$ cat src/rtl/fetch_pkg.sv
// ----------------------------------------------------------------------------
// fetch_pkg
// Shared definitions for the instruction-fetch sequencer:
//   - state_e       : sequencer states RUN / HALT / FAULT
//   - fetch_entry_t : one fetch-buffer entry {instr, pc}
//   - PC_INCR       : program-counter step between sequential words
//   - ALIGN_MASK    : byte-offset bits that must be zero in a word address
//   - is_aligned()  : word-alignment test for redirect targets
// ----------------------------------------------------------------------------
package fetch_pkg;

  typedef enum logic [1:0] {
    ST_RUN   = 2'd0,
    ST_HALT  = 2'd1,
    ST_FAULT = 2'd2
  } state_e;

  typedef struct packed {
    logic [31:0] instr;
    logic [31:0] pc;
  } fetch_entry_t;

  localparam logic [31:0] PC_INCR    = 32'd4;
  localparam logic [31:0] ALIGN_MASK = 32'h0000_0003;

  function automatic logic is_aligned(input logic [31:0] addr);
    return (addr & ALIGN_MASK) == 32'd0;
  endfunction

endpackage

$ cat src/rtl/fetch_buffer.sv
// ----------------------------------------------------------------------------
// fetch_buffer
// Small register FIFO holding fetched {instr, pc} pairs between the
// instruction memory and decode. The head is a register so the consumer sees
// registered data.
// Ports:
//   clk, rst_n  : clock, asynchronous active-low reset
//   i_push      : write i_din this cycle (caller guarantees a free slot)
//   i_pop       : drop the head this cycle (caller guarantees not empty)
//   i_flush     : discard all entries; overrides push, pop is irrelevant
//   i_din       : entry to write
//   o_full      : all DEPTH slots occupied
//   o_empty     : no entries
//   o_head      : oldest entry
// ----------------------------------------------------------------------------
module fetch_buffer
  import fetch_pkg::*;
#(
  parameter int unsigned DEPTH = 2
) (
  input  logic         clk,
  input  logic         rst_n,
  input  logic         i_push,
  input  logic         i_pop,
  input  logic         i_flush,
  input  fetch_entry_t i_din,
  output logic         o_full,
  output logic         o_empty,
  output fetch_entry_t o_head
);

  localparam int unsigned CNT_W = $clog2(DEPTH + 1);

  fetch_entry_t     r_entry [2];
  logic [CNT_W-1:0] r_count;
  logic             w_wr_slot1;

  // A push lands in slot 1 only if slot 0 is still occupied after any pop.
  assign w_wr_slot1 = (r_count == CNT_W'(2)) || ((r_count == CNT_W'(1)) && !i_pop);

  always_ff @(posedge clk or negedge rst_n) begin
    if (!rst_n) begin
      r_count    <= '0;
      r_entry[0] <= '0;
      r_entry[1] <= '0;
    end else if (i_flush) begin
      r_count <= '0;
    end else begin
      // Head update: a push into slot 0 takes precedence over the shift.
      if (i_push && !w_wr_slot1) begin
        r_entry[0] <= i_din;
      end else if (i_pop) begin
        r_entry[0] <= r_entry[1];
      end
      if (i_push && w_wr_slot1) begin
        r_entry[1] <= i_din;
      end
      r_count <= r_count + CNT_W'(i_push) - CNT_W'(i_pop);
    end
  end

  assign o_full  = (r_count == CNT_W'(DEPTH));
  assign o_empty = (r_count == '0);
  assign o_head  = r_entry[0];

endmodule

$ cat src/rtl/fetch_sequencer.sv
// ----------------------------------------------------------------------------
// fetch_sequencer
// Owns the program counter and drives the combinational instruction memory.
// Fetched words are buffered and handed to decode over valid/ready.
// Handles branch/jump redirects, halt requests and out-of-range faults.
// Ports:
//   Clk, Rst         : clock, asynchronous active-low reset
//   imem_addr        : byte address to instruction memory (the PC)
//   imem_instr       : instruction read data for imem_addr, same cycle
//   out_valid/ready  : decode handshake; out_instr/out_pc describe the head
//   redirect_valid   : one-cycle taken branch/jump, target redirect_target
//   halt_req         : level request to stop fetching
//   halted           : in HALT with nothing left to deliver
//   fault            : sticky out-of-range PC or misaligned redirect
// ----------------------------------------------------------------------------
module fetch_sequencer
  import fetch_pkg::*;
#(
  parameter int unsigned MEM_WORDS = 128,
  parameter logic [31:0] RESET_PC  = 32'h0000_0000,
  parameter int unsigned BUF_DEPTH = 2
) (
  input  logic        Clk,
  input  logic        Rst,
  output logic [31:0] imem_addr,
  input  logic [31:0] imem_instr,
  output logic        out_valid,
  input  logic        out_ready,
  output logic [31:0] out_instr,
  output logic [31:0] out_pc,
  input  logic        redirect_valid,
  input  logic [31:0] redirect_target,
  input  logic        halt_req,
  output logic        halted,
  output logic        fault
);

  state_e       r_state;
  logic [31:0]  r_pc;

  state_e       w_state_next;
  logic [31:0]  w_pc_next;
  logic         w_push;
  logic         w_flush;
  logic         w_pop;
  logic         w_full;
  logic         w_empty;
  logic         w_slot_free;
  logic         w_in_range;
  fetch_entry_t w_head;
  fetch_entry_t w_din;

  assign w_pop       = !w_empty && out_ready;
  // A full buffer can still accept a fetch when its head leaves this cycle.
  assign w_slot_free = !w_full || w_pop;
  assign w_in_range  = {2'b00, r_pc[31:2]} < 32'(MEM_WORDS);
  assign w_din       = '{instr: imem_instr, pc: r_pc};

  always_comb begin
    w_state_next = r_state;
    w_pc_next    = r_pc;
    w_push       = 1'b0;
    w_flush      = 1'b0;
    if (r_state != ST_FAULT && redirect_valid) begin
      // Redirect beats fetch and halt; a same-cycle transfer still completes.
      w_flush = 1'b1;
      if (is_aligned(redirect_target)) begin
        w_state_next = ST_RUN;
        w_pc_next    = redirect_target;
      end else begin
        w_state_next = ST_FAULT;
      end
    end else begin
      unique case (r_state)
        ST_RUN: begin
          if (halt_req) begin
            w_state_next = ST_HALT;
          end else if (w_slot_free) begin
            if (w_in_range) begin
              w_push    = 1'b1;
              w_pc_next = r_pc + PC_INCR;
            end else begin
              w_state_next = ST_FAULT;
            end
          end
        end
        ST_HALT: begin
          if (!halt_req) w_state_next = ST_RUN;
        end
        default: ;
      endcase
    end
  end

  always_ff @(posedge Clk or negedge Rst) begin
    if (!Rst) begin
      r_state <= ST_RUN;
      r_pc    <= RESET_PC;
    end else begin
      r_state <= w_state_next;
      r_pc    <= w_pc_next;
    end
  end

  fetch_buffer #(
    .DEPTH (BUF_DEPTH)
  ) u_buf (
    .clk     (Clk),
    .rst_n   (Rst),
    .i_push  (w_push),
    .i_pop   (w_pop),
    .i_flush (w_flush),
    .i_din   (w_din),
    .o_full  (w_full),
    .o_empty (w_empty),
    .o_head  (w_head)
  );

  assign imem_addr = r_pc;
  assign out_valid = !w_empty;
  assign out_instr = w_head.instr;
  assign out_pc    = w_head.pc;
  assign halted    = (r_state == ST_HALT) && w_empty;
  assign fault     = (r_state == ST_FAULT);

endmodule

$ cat config.mk
export PLATFORM = sky130hd
export DESIGN_NAME = fetch_sequencer
export DESIGN_NICKNAME = d
export VERILOG_FILES = /design/src/rtl/fetch_pkg.sv /design/src/rtl/fetch_buffer.sv /design/src/rtl/fetch_sequencer.sv
export SDC_FILE = /design/constraint.sdc
export NUM_CORES = 1
export LEC_CHECK = 0
export CAP_MARGIN = 0
export CORE_UTILIZATION = 40
export CTS_CLUSTER_SIZE = 14
export DETAILED_ROUTE_END_ITERATION = 10
export PLACE_DENSITY = 0.77
export RECOVER_POWER = 100
export SYNTH_ARGS = -nofsm -noshare
export SYNTH_HDL_FRONTEND = slang
export SYNTH_SLANG_ARGS = --single-unit
$ cat constraint.sdc
create_clock -name Clk -period 2.6 [get_ports Clk]
set_input_delay 0.39 -clock Clk [delete_from_list [all_inputs] [get_ports Clk]]
set_output_delay 0.39 -clock Clk [all_outputs]
set_load 0.01 [all_outputs]
==> flow_summary.yaml, run 1 <==
route:
  vias_per_cell: 5.46
  drt_first_pass_iters: 5
  wl_mm: 19.0
  detail_route.wl_per_cell_um: 17.3
  num_vias: 5971
  first_iter_violations: 362
  drc: 0
  antenna_left: 0
pwr:
  p_comb_frac: 0.259
  peakVddDrop_uv: 496
  cellLeakagePower_nw: 4.57
  switching_share: 0.315
  clkPwrFrac: 0.329
  sequentialPowerShare: 0.412
  p_sw_mw: 2.43
  internal_power_mw: 5.27
  powerDensity_nw_per_um2: 775
worst_setup_path:
  reg2reg_to: "u_buf.r_entry[51]"
  reg2reg_from: "imem_addr[24]"
  crit_arrival_ps: 2820
  crit_path_start: "imem_addr[24]"
  crit_required_ps: 2910
  crit_fanout: 30
  crit_type: "reg -> reg"
  r2r_slack_ps: 90
  startpoint_type: "register"
  reg2regPathDepth: 6
  critPathCaptureType: "register"
sta:
  tightest_slew_ps: 1440
  fin_setup_tns_ps: 0
  slew_viol_final: 0
  final.setup_skew_ps: 16.9
  fin_crit_sh: 0.966
  max_freq_ghz: 0.398
  min_period_ps: 2510
  setup_slack_ps: 89.7
  hold_viol_final: 0
  rsz0062_at_grt: "false"
  relSlewSlack: 0.0371
  setup-violations-final: 0
cells_and_area:
  final_nets: 919
  fin_cells: 1094
  nFillCells: 1652
  diodes: 0
  final_cell_mix: "dfrtp_1 (164), dlygate4sd3_1 (100), nor2_1 (76)"
  area_growth_pct: 29.1
  final_common_cell: "dfrtp_1"
  drive_gt1_frac: 0.141
  finish.utilization: 0.529
  final_cell_area_um2: 9930
global_route:
  track_usage: 0.201
  grt_max_degree: 65
  grt_first_pass_wirelength_mm: 31.1
  antenna_found_initial: 0
  grt_pass1_vias: 5949
  overflow: 0
placement:
  placed_area_um2: 9350
  io_buffers: 167
  post-place-cells: 1061
  gp_congestion: 0.845
  pre_cts_ws_ps: -158
  dp_hpwl_mm: 12.6
floorplan:
  start_util: 0.410
  dieArea_um2: 19800
  pin_count: 168
  row_count: 50
  fp.coreArea_um2: 18800
  fp.dieW_um: 141
  dieHeight_um: 141
clock_network:
  root_buffer: "clkbuf_16"
  clkTransAtPathRegs_ps: 70
  cts_setup_buffers: 0
  htreeDepth: 4
  cts_made_buffers: 17
  cts_tree: "built"
  insertion_delay_ps: 440
  clockBufferDepth: 2
  cts.sinks: 164
logic_synthesis:
  yosys-top-cells-area: "dfrtp_1 (53%), mux2_4 (7.2%), buf_4 (6.2%)"
  yosysSeqAreaShare: 0.534
  synth_top_area_frac: 0.534
  ys_types: 43
  syn-num-nets: 804
  ys_ff_latch: 164
  avgSynthCellArea_um2: 10.5
  syn_area_um2: 7690
  yosys.area.top_type: "dfrtp_1"
  syn_inst: 732
  yosysWarnings: 0
worst_hold_path:
  worstHoldEndpoint: "u_buf.r_entry[22]"
  hold_path_startpoint: "u_buf.r_entry[22]"
  hold_depth: 1
  hold_class: "reg -> reg"
outcome:
  status: "finished clean"
job:
  cap_violations: 0
## cell type report
class,count,area [um2],share of cell area
Timing Repair Buffer,208,2040,0.206
Sequential cell,164,4100,0.413
Tap cell,234,293,0.0295
Multi-Input combinational cell,449,2850,0.288
Clock inverter,15,179,0.0180
Clock buffer,17,425,0.0429
Inverter,7,26.3,0.00265
## registers in the layout, summed over array words and instances (netlist names)
register       cells
u_buf.o_head      64
u_buf.r_entry     64
r_state            2
imem_addr         32
u_buf.r_count      2
## kinds of logic after synthesis
group                      Yosys count  share of synthesized area
buffers and inverters              119                     0.0976
and+or+nand+nor                    271                      0.167
adders and majority gates            3                    0.00488
xor gates and xnor gates             2                    0.00228
DFF                                164                      0.534
AOI/OAI and AO/OA                  130                      0.114
muxes                               43                     0.0809
## power groups by stage
stage	Sequential (mW)	Combinational, mW	Clock, mW
after floorplan	3.19	1.36	0
after global placement	3.22	2.11	0
after detailed placement	3.24	2.14	0
after CTS	3.19	2.16	2.59
after global routing	3.23	2.18	2.69
final	3.17	1.99	2.53
## critical path, cell delays in order (launching register included)
cell	delay [ps]
dfrtp_1	400
nor4_1	400
nand4_1	200
or3_1	440
or3_4	410
buf_12	190
mux2_1	340
## worst max-delay path by stage
stage | endpoint | slack [ps] | cells past startpoint
finish | u_buf.r_entry[51] | 90 | 6
detailed placement | u_buf.r_entry[57] | -160 | 7
global placement | u_buf.r_entry[56] | -150 | 7
CTS | u_buf.r_entry[57] | 90 | 6
floorplan | u_buf.r_entry[0] | 240 | 6
global route | u_buf.r_entry[58] | 5 | 6
## cell usage after synthesis
library cell,number
mux2_2,5
nor2b_1,4
a32o_1,1
a22oi_1,1
nand2_1,64
o21ai_0,18
xnor2_1,1
mux2_4,37
a211oi_1,6
a311oi_1,1
or4_1,2
or2_2,1
nor2_1,76
o22ai_1,5
clkbuf_1,40
and2_1,28
a31oi_1,5
a211o_1,1
buf_4,64
and4_1,3
and4b_1,1
and3_1,4
ha_1,3
nor4_1,8
or3_1,4
nor3b_1,1
o32ai_1,43
nand2b_1,3
nand4b_1,2
mux2i_1,1
inv_1,7
buf_6,2
buf_1,3
nand4_1,5
xor2_1,1
a21o_1,3
a31o_2,1
nor3_1,48
nand3_1,17
o221ai_1,2
a21oi_1,43
buf_12,3
dfrtp_1,164
## through the flow
stage               total power, mW  hold WS, ps
floorplan                      4.54         94.4
global placement               5.33          387
detailed placement             5.38          397
CTS                            7.94          485
global route                   8.10          498
finish                         7.70          486
## routing by layer
layer | routed length, um | global-route usage | vias to the layer above
li1 | - | - | 2762
met1 | 8340 | 0.268 | 2910
met2 | 8730 | 0.314 | 264
met3 | 1520 | 0.0591 | 35
met4 | 386 | 0.0709 | 0
met5 | 0 | 0 | -
## timing repair
action,CTS,global route
endpoints found under the setup margin,0,27
resized for setup,0,1
endpoints found under the hold margin,52,0
hold buffers,1,0
Note: power is estimated with default switching activity, not from simulation.
==> inputs of run 2 (changes only) <==
--- a/config.mk
+++ b/config.mk
@@ -5,11 +5,12 @@
 export SDC_FILE = /design/constraint.sdc
 export NUM_CORES = 1
 export LEC_CHECK = 0
+export ABC_AREA = 1
 export CAP_MARGIN = 0
 export CORE_UTILIZATION = 40
 export CTS_CLUSTER_SIZE = 14
 export DETAILED_ROUTE_END_ITERATION = 10
-export PLACE_DENSITY = 0.77
+export PLACE_DENSITY = 0.76
 export RECOVER_POWER = 100
 export SYNTH_ARGS = -nofsm -noshare
 export SYNTH_HDL_FRONTEND = slang
==> flow_summary.yaml, run 2 <==
logic_synthesis:
  syn_inst: 1110
  syn-num-nets: 1182
  yosys-top-cells-area: "dfrtp_1 (49%), nand2_1 (19%), buf_4 (5.7%)"
  yosysMostFrequentCell: "nand2_1"
  ys_types: 30
  yosysWarnings: 0
  async_reset_ff_frac: 1.00
  syn_area_um2: 8420
  synth_edf_count: 0
  ys_ff_latch: 164
  avgSynthCellArea_um2: 7.58
  yosys.area.top_type: "dfrtp_1"
  synth_top_area_frac: 0.488
  synth_top_flop_cell: "dfrtp_1"
  yosysSeqAreaShare: 0.488
  synth.top_cells.by_count: "nand2_1 (423), dfrtp_1 (164), inv_1 (103)"
global_route:
  antenna_found_initial: 0
  grt_first_pass_wirelength_mm: 36.5
  grt_max_degree: 106
  track_usage: 0.212
  grt_pass1_vias: 7196
  overflow: 0
cells_and_area:
  nFillCells: 1941
  final_cell_mix: "nand2_1 (422), dfrtp_1 (164), inv_1 (104)"
  drive_gt1_frac: 0.0551
  diodes: 0
  final_nets: 1274
  area_growth_pct: 25.9
  final_common_cell: "nand2_1"
sta:
  rsz0062_at_grt: "false"
  min_period_ps: 2410
  fin_setup_tns_ps: 0
  max_freq_ghz: 0.414
  final.setup_skew_ps: 10.9
  setup_slack_ps: 187
  slew_viol_final: 0
  fin_crit_sh: 0.928
  tightest_slew_ps: 1260
  relSlewSlack: 0.160
  hold_viol_final: 0
  setup-violations-final: 0
floorplan:
  row_count: 52
  pin_count: 168
  dieHeight_um: 147
  fp.coreArea_um2: 20400
  start_util: 0.412
  dieArea_um2: 21600
  fp.dieW_um: 147
worst_setup_path:
  crit_fanout: 105
  cp_slowest_cell: "dfrtp_1"
  crit_path_max_incr_delay_ps: 440
  crit_type: "reg -> reg"
  critPathCaptureType: "register"
  crit_arrival_ps: 2700
  crit_required_ps: 2890
  startpoint_type: "register"
  path_cells: "nor2_1, nand2_1, nor2_1, nand3_1, nor2_4, buf_4, nand4_1, buf_12, nand2_1, o21ai_0"
worst_hold_path:
  hold_class: "reg -> reg"
pwr:
  power_mw: 8.61
  powerDensity_nw_per_um2: 813
  cellLeakagePower_nw: 5.70
  peakVddDrop_uv: 495
clock_network:
  ctsResizeCount: 0
  cts_tree: "built"
  clockBufferDepth: 2
  root_buffer: "clkbuf_16"
  cts_made_buffers: 17
  insertion_delay_ps: 430
  htreeDepth: 4
  cts.sinks: 164
  clkTransAtPathRegs_ps: 70
placement:
  pre_cts_ws_ps: 199
  io_buffers: 167
  dp_hpwl_mm: 14.7
  gp_congestion: 0.870
route:
  detail_route.wl_per_cell_um: 14.7
  wl_mm: 21.8
  num_vias: 7457
  drt_first_pass_iters: 4
  vias_per_cell: 5.02
  drc: 0
  antenna_left: 0
  first_iter_violations: 453
job:
  cap_violations: 0
outcome:
  status: "finished clean"
[run 2: cell types whose count changed in the layout (fill, tap and decap cells not counted), sizes merged, moves of 35 or more]
cell / before / now
nand2: 64 / 423
inv: 16 / 113
nand4: 5 / 70
o21ai: 18 / 72
o32ai: 43 / 0
mux2: 42 / 0
a21oi: 43 / 2
nor3: 48 / 13
[run 2: worst paths after layout]
check                                      start                end  slack (ps)  cells past startpoint
min in group asynchronous                    Rst   u_buf.o_head[33]         780                      2
max in group asynchronous                    Rst  u_buf.r_entry[10]         490                      3
worst max-delay path               imem_addr[22]  u_buf.r_entry[42]         190                     10
worst min register to register  u_buf.o_head[18]   u_buf.o_head[18]         470                      2
worst max register to register     imem_addr[22]  u_buf.r_entry[42]         190                     10
worst min-delay path            u_buf.o_head[18]   u_buf.o_head[18]         470                      2
[run 2: metrics by stage]
step           instances   util  instance area [um2]  hold WS, ps
3_3_place_gp        1452  0.489                 9990          371
3_5_place_dp        1452  0.489                 9990          374
6_report            1485  0.519                10600          469
4_1_cts             1485  0.521                10600          472
5_1_grt             1485  0.519                10600          488
2_1_floorplan       1110      -                 8420         94.4
[run 2: repair_timing]
| item | CTS | global route |
|---|---|---|
| hold buffers | 1 | 0 |
| buffers inserted | 0 | 0 |
| hold endpoints to repair | 44 | 0 |
[run 2: power by group]
part	leakage (nW)	internal, mW	switching [mW]	total, mW
Clock	0.310	1.64	1.11	2.75
Sequential	2.20	2.79	0.392	3.19
Combinational	3.19	0.976	1.70	2.68
Total	5.70	5.41	3.20	8.61
[run 2: layout make-up]
type	instances	area, um2	share of cell area
sequential	164	4100	0.387
multi-input combinational	720	3230	0.305
timing repair buffer	193	1890	0.178
clock buffer	18	429	0.0405
inverter	106	398	0.0375
tap	270	338	0.0319
clock inverter	14	211	0.0200
[run 2: per-layer routing]
metal / wire length [um] / track usage / up-vias
li1: - / - / 3641
met1: 9700 / 0.280 / 3516
met2: 10200 / 0.333 / 266
met3: 1450 / 0.0581 / 34
met4: 452 / 0.0784 / 0
met5: 0 / 0 / -
[run 2: worst max-delay path, delay by kind of cell (launching register included)]
family,cells,cell delay [ps]
buffers and inverters,2,600
AND/OR/NAND/NOR,7,1110
AO/OA/AOI/OAI,1,80
flip-flops,1,440
[run 2: kinds of logic after synthesis]
logic type,count (synthesis),share of synthesized area
adder cells (fa/ha/maj),3,0.00446
AND/OR/NAND/NOR,616,0.308
AO/OA/AOI/OAI,94,0.0616
XOR/XNOR,7,0.00729
buffers and inverters,226,0.131
flip-flops,164,0.488
==> inputs of run 3 (changes only) <==
--- a/config.mk
+++ b/config.mk
@@ -12,6 +12,7 @@
 export DETAILED_ROUTE_END_ITERATION = 10
 export PLACE_DENSITY = 0.76
 export RECOVER_POWER = 100
+export SKIP_CTS_REPAIR_TIMING = 1
 export SYNTH_ARGS = -nofsm -noshare
 export SYNTH_HDL_FRONTEND = slang
 export SYNTH_SLANG_ARGS = --single-unit
==> flow_summary.yaml, run 3 (same netlist as run 2, synthesis figures left out) <==
placement:
  gp_congestion: 0.870
  dp_hpwl_mm: 14.7
  pre_cts_ws_ps: 199
  io_buffers: 167
  post-place-cells: 1452
floorplan:
  row_count: 52
  dieHeight_um: 147
  fp.dieW_um: 147
  fp.coreArea_um2: 20400
  pin_count: 168
  dieArea_um2: 21600
  start_util: 0.412
worst_hold_path:
  hold_class: "reg -> reg"
sta:
  fin_crit_sh: 0.928
  slew_viol_final: 0
  relSlewSlack: 0.163
  setup-violations-final: 0
  min_period_ps: 2410
  tightest_slew_ps: 1260
  fin_setup_tns_ps: 0
  setup_slack_ps: 187
  hold_viol_final: 0
  max_freq_ghz: 0.414
  hold_slack_ps: 469
  final.setup_skew_ps: 11.5
  rsz0062_at_grt: "false"
cells_and_area:
  fin_cells: 1485
  diodes: 0
  nFillCells: 1942
  area_growth_pct: 25.9
  drive_gt1_frac: 0.0551
  finish.utilization: 0.519
  final_common_cell: "nand2_1"
  final_cell_mix: "nand2_1 (422), dfrtp_1 (164), inv_1 (104)"
  final_nets: 1274
route:
  antenna_left: 0
  vias_per_cell: 5.01
  detail_route.wl_per_cell_um: 14.7
  num_vias: 7447
  first_iter_violations: 453
  drc: 0
  wl_mm: 21.8
  drt_first_pass_iters: 4
global_route:
  overflow: 0
  track_usage: 0.212
  grt_first_pass_wirelength_mm: 36.5
  antenna_found_initial: 0
  grt_pass1_vias: 7194
  grt_max_degree: 106
clock_network:
  clockBufferDepth: 2
  cts_made_buffers: 17
  clkTransAtPathRegs_ps: 70
  cts.sinks: 164
  insertion_delay_ps: 430
  cts_tree: "built"
  htreeDepth: 4
  root_buffer: "clkbuf_16"
worst_setup_path:
  cp_slowest_cell: "dfrtp_1"
  crit_path_max_incr_delay_ps: 440
  crit_type: "reg -> reg"
  startpoint_type: "register"
  critPathCaptureType: "register"
  r2r_slack_ps: 190
  crit_arrival_ps: 2700
  reg2reg_from: "imem_addr[22]"
  reg2reg_to: "u_buf.r_entry[42]"
  reg2regPathDepth: 10
  crit_path_start: "imem_addr[22]"
  crit_required_ps: 2890
  crit_path_end: "u_buf.r_entry[42]"
  path_cells: "nor2_1, nand2_1, nor2_1, nand3_1, nor2_4, buf_4, nand4_1, buf_12, nand2_1, o21ai_0"
  crit_fanout: 105
pwr:
  p_comb_frac: 0.311
  p_sw_mw: 3.20
  peakVddDrop_uv: 494
  cellLeakagePower_nw: 5.70
  internal_power_mw: 5.41
  switching_share: 0.372
  clkPwrFrac: 0.319
  powerDensity_nw_per_um2: 813
  sequentialPowerShare: 0.370
outcome:
  status: "finished clean"
job:
  cap_violations: 0
==> run 3: cell counts in the layout (fill, tap and decap cells not counted) <==
Identical to the previous run, type by type.
==> run 3: power groups by stage <==
stage | combinational [mW] | sequential, mW | clock [mW]
4_1_cts | 2.80 | 3.18 | 2.81
5_1_grt | 2.97 | 3.23 | 2.92
6_report | 2.67 | 3.19 | 2.75
2_1_floorplan | 1.44 | 3.23 | 0
3_5_place_dp | 2.78 | 3.22 | 0
3_3_place_gp | 2.74 | 3.22 | 0
==> run 3: layout make-up <==
type | count | area, um2 | area share
multi-input cells | 720 | 3230 | 0.305
flip-flops and latches | 164 | 4100 | 0.387
inverters | 106 | 398 | 0.0375
clock buffers | 18 | 429 | 0.0405
clock inverters | 14 | 211 | 0.0200
well taps | 270 | 338 | 0.0319
repair buffers | 193 | 1890 | 0.178
==> run 3: metal layers <==
metal,track usage,wire length (um)
met2,0.333,10200
met3,0.0584,1420
met5,0,0
met4,0.0784,452
met1,0.280,9720
==> run 3: worst max-delay path: cells and delay by family, from the launching register on <==
kind / cells / cell delay (ps)
simple gates: 7 / 1110
buf+inv: 2 / 600
flops: 1 / 440
compound gates: 1 / 80
==> run 3: how the worst min path moves through the flow <==
| stage | from | endpoint | cells past startpoint |
|---|---|---|---|
| 6_report | u_buf.o_head[18] | u_buf.o_head[18] | 2 |
| 5_1_grt | u_buf.r_entry[30] | u_buf.r_entry[30] | 2 |
| 4_1_cts | Rst | imem_addr[1] | 1 |
| 3_5_place_dp | Rst | u_buf.o_head[33] | 1 |
| 3_3_place_gp | Rst | u_buf.o_head[35] | 1 |
| 2_1_floorplan | Rst | imem_addr[0] | 0 |
==> run 3: through the flow <==
step	power [mW]	cell area, um2
after global placement	5.96	9990
after detailed placement	6.00	9990
final	8.61	10600
after global routing	9.12	10600
after floorplan	4.66	8420
after CTS	8.79	10600
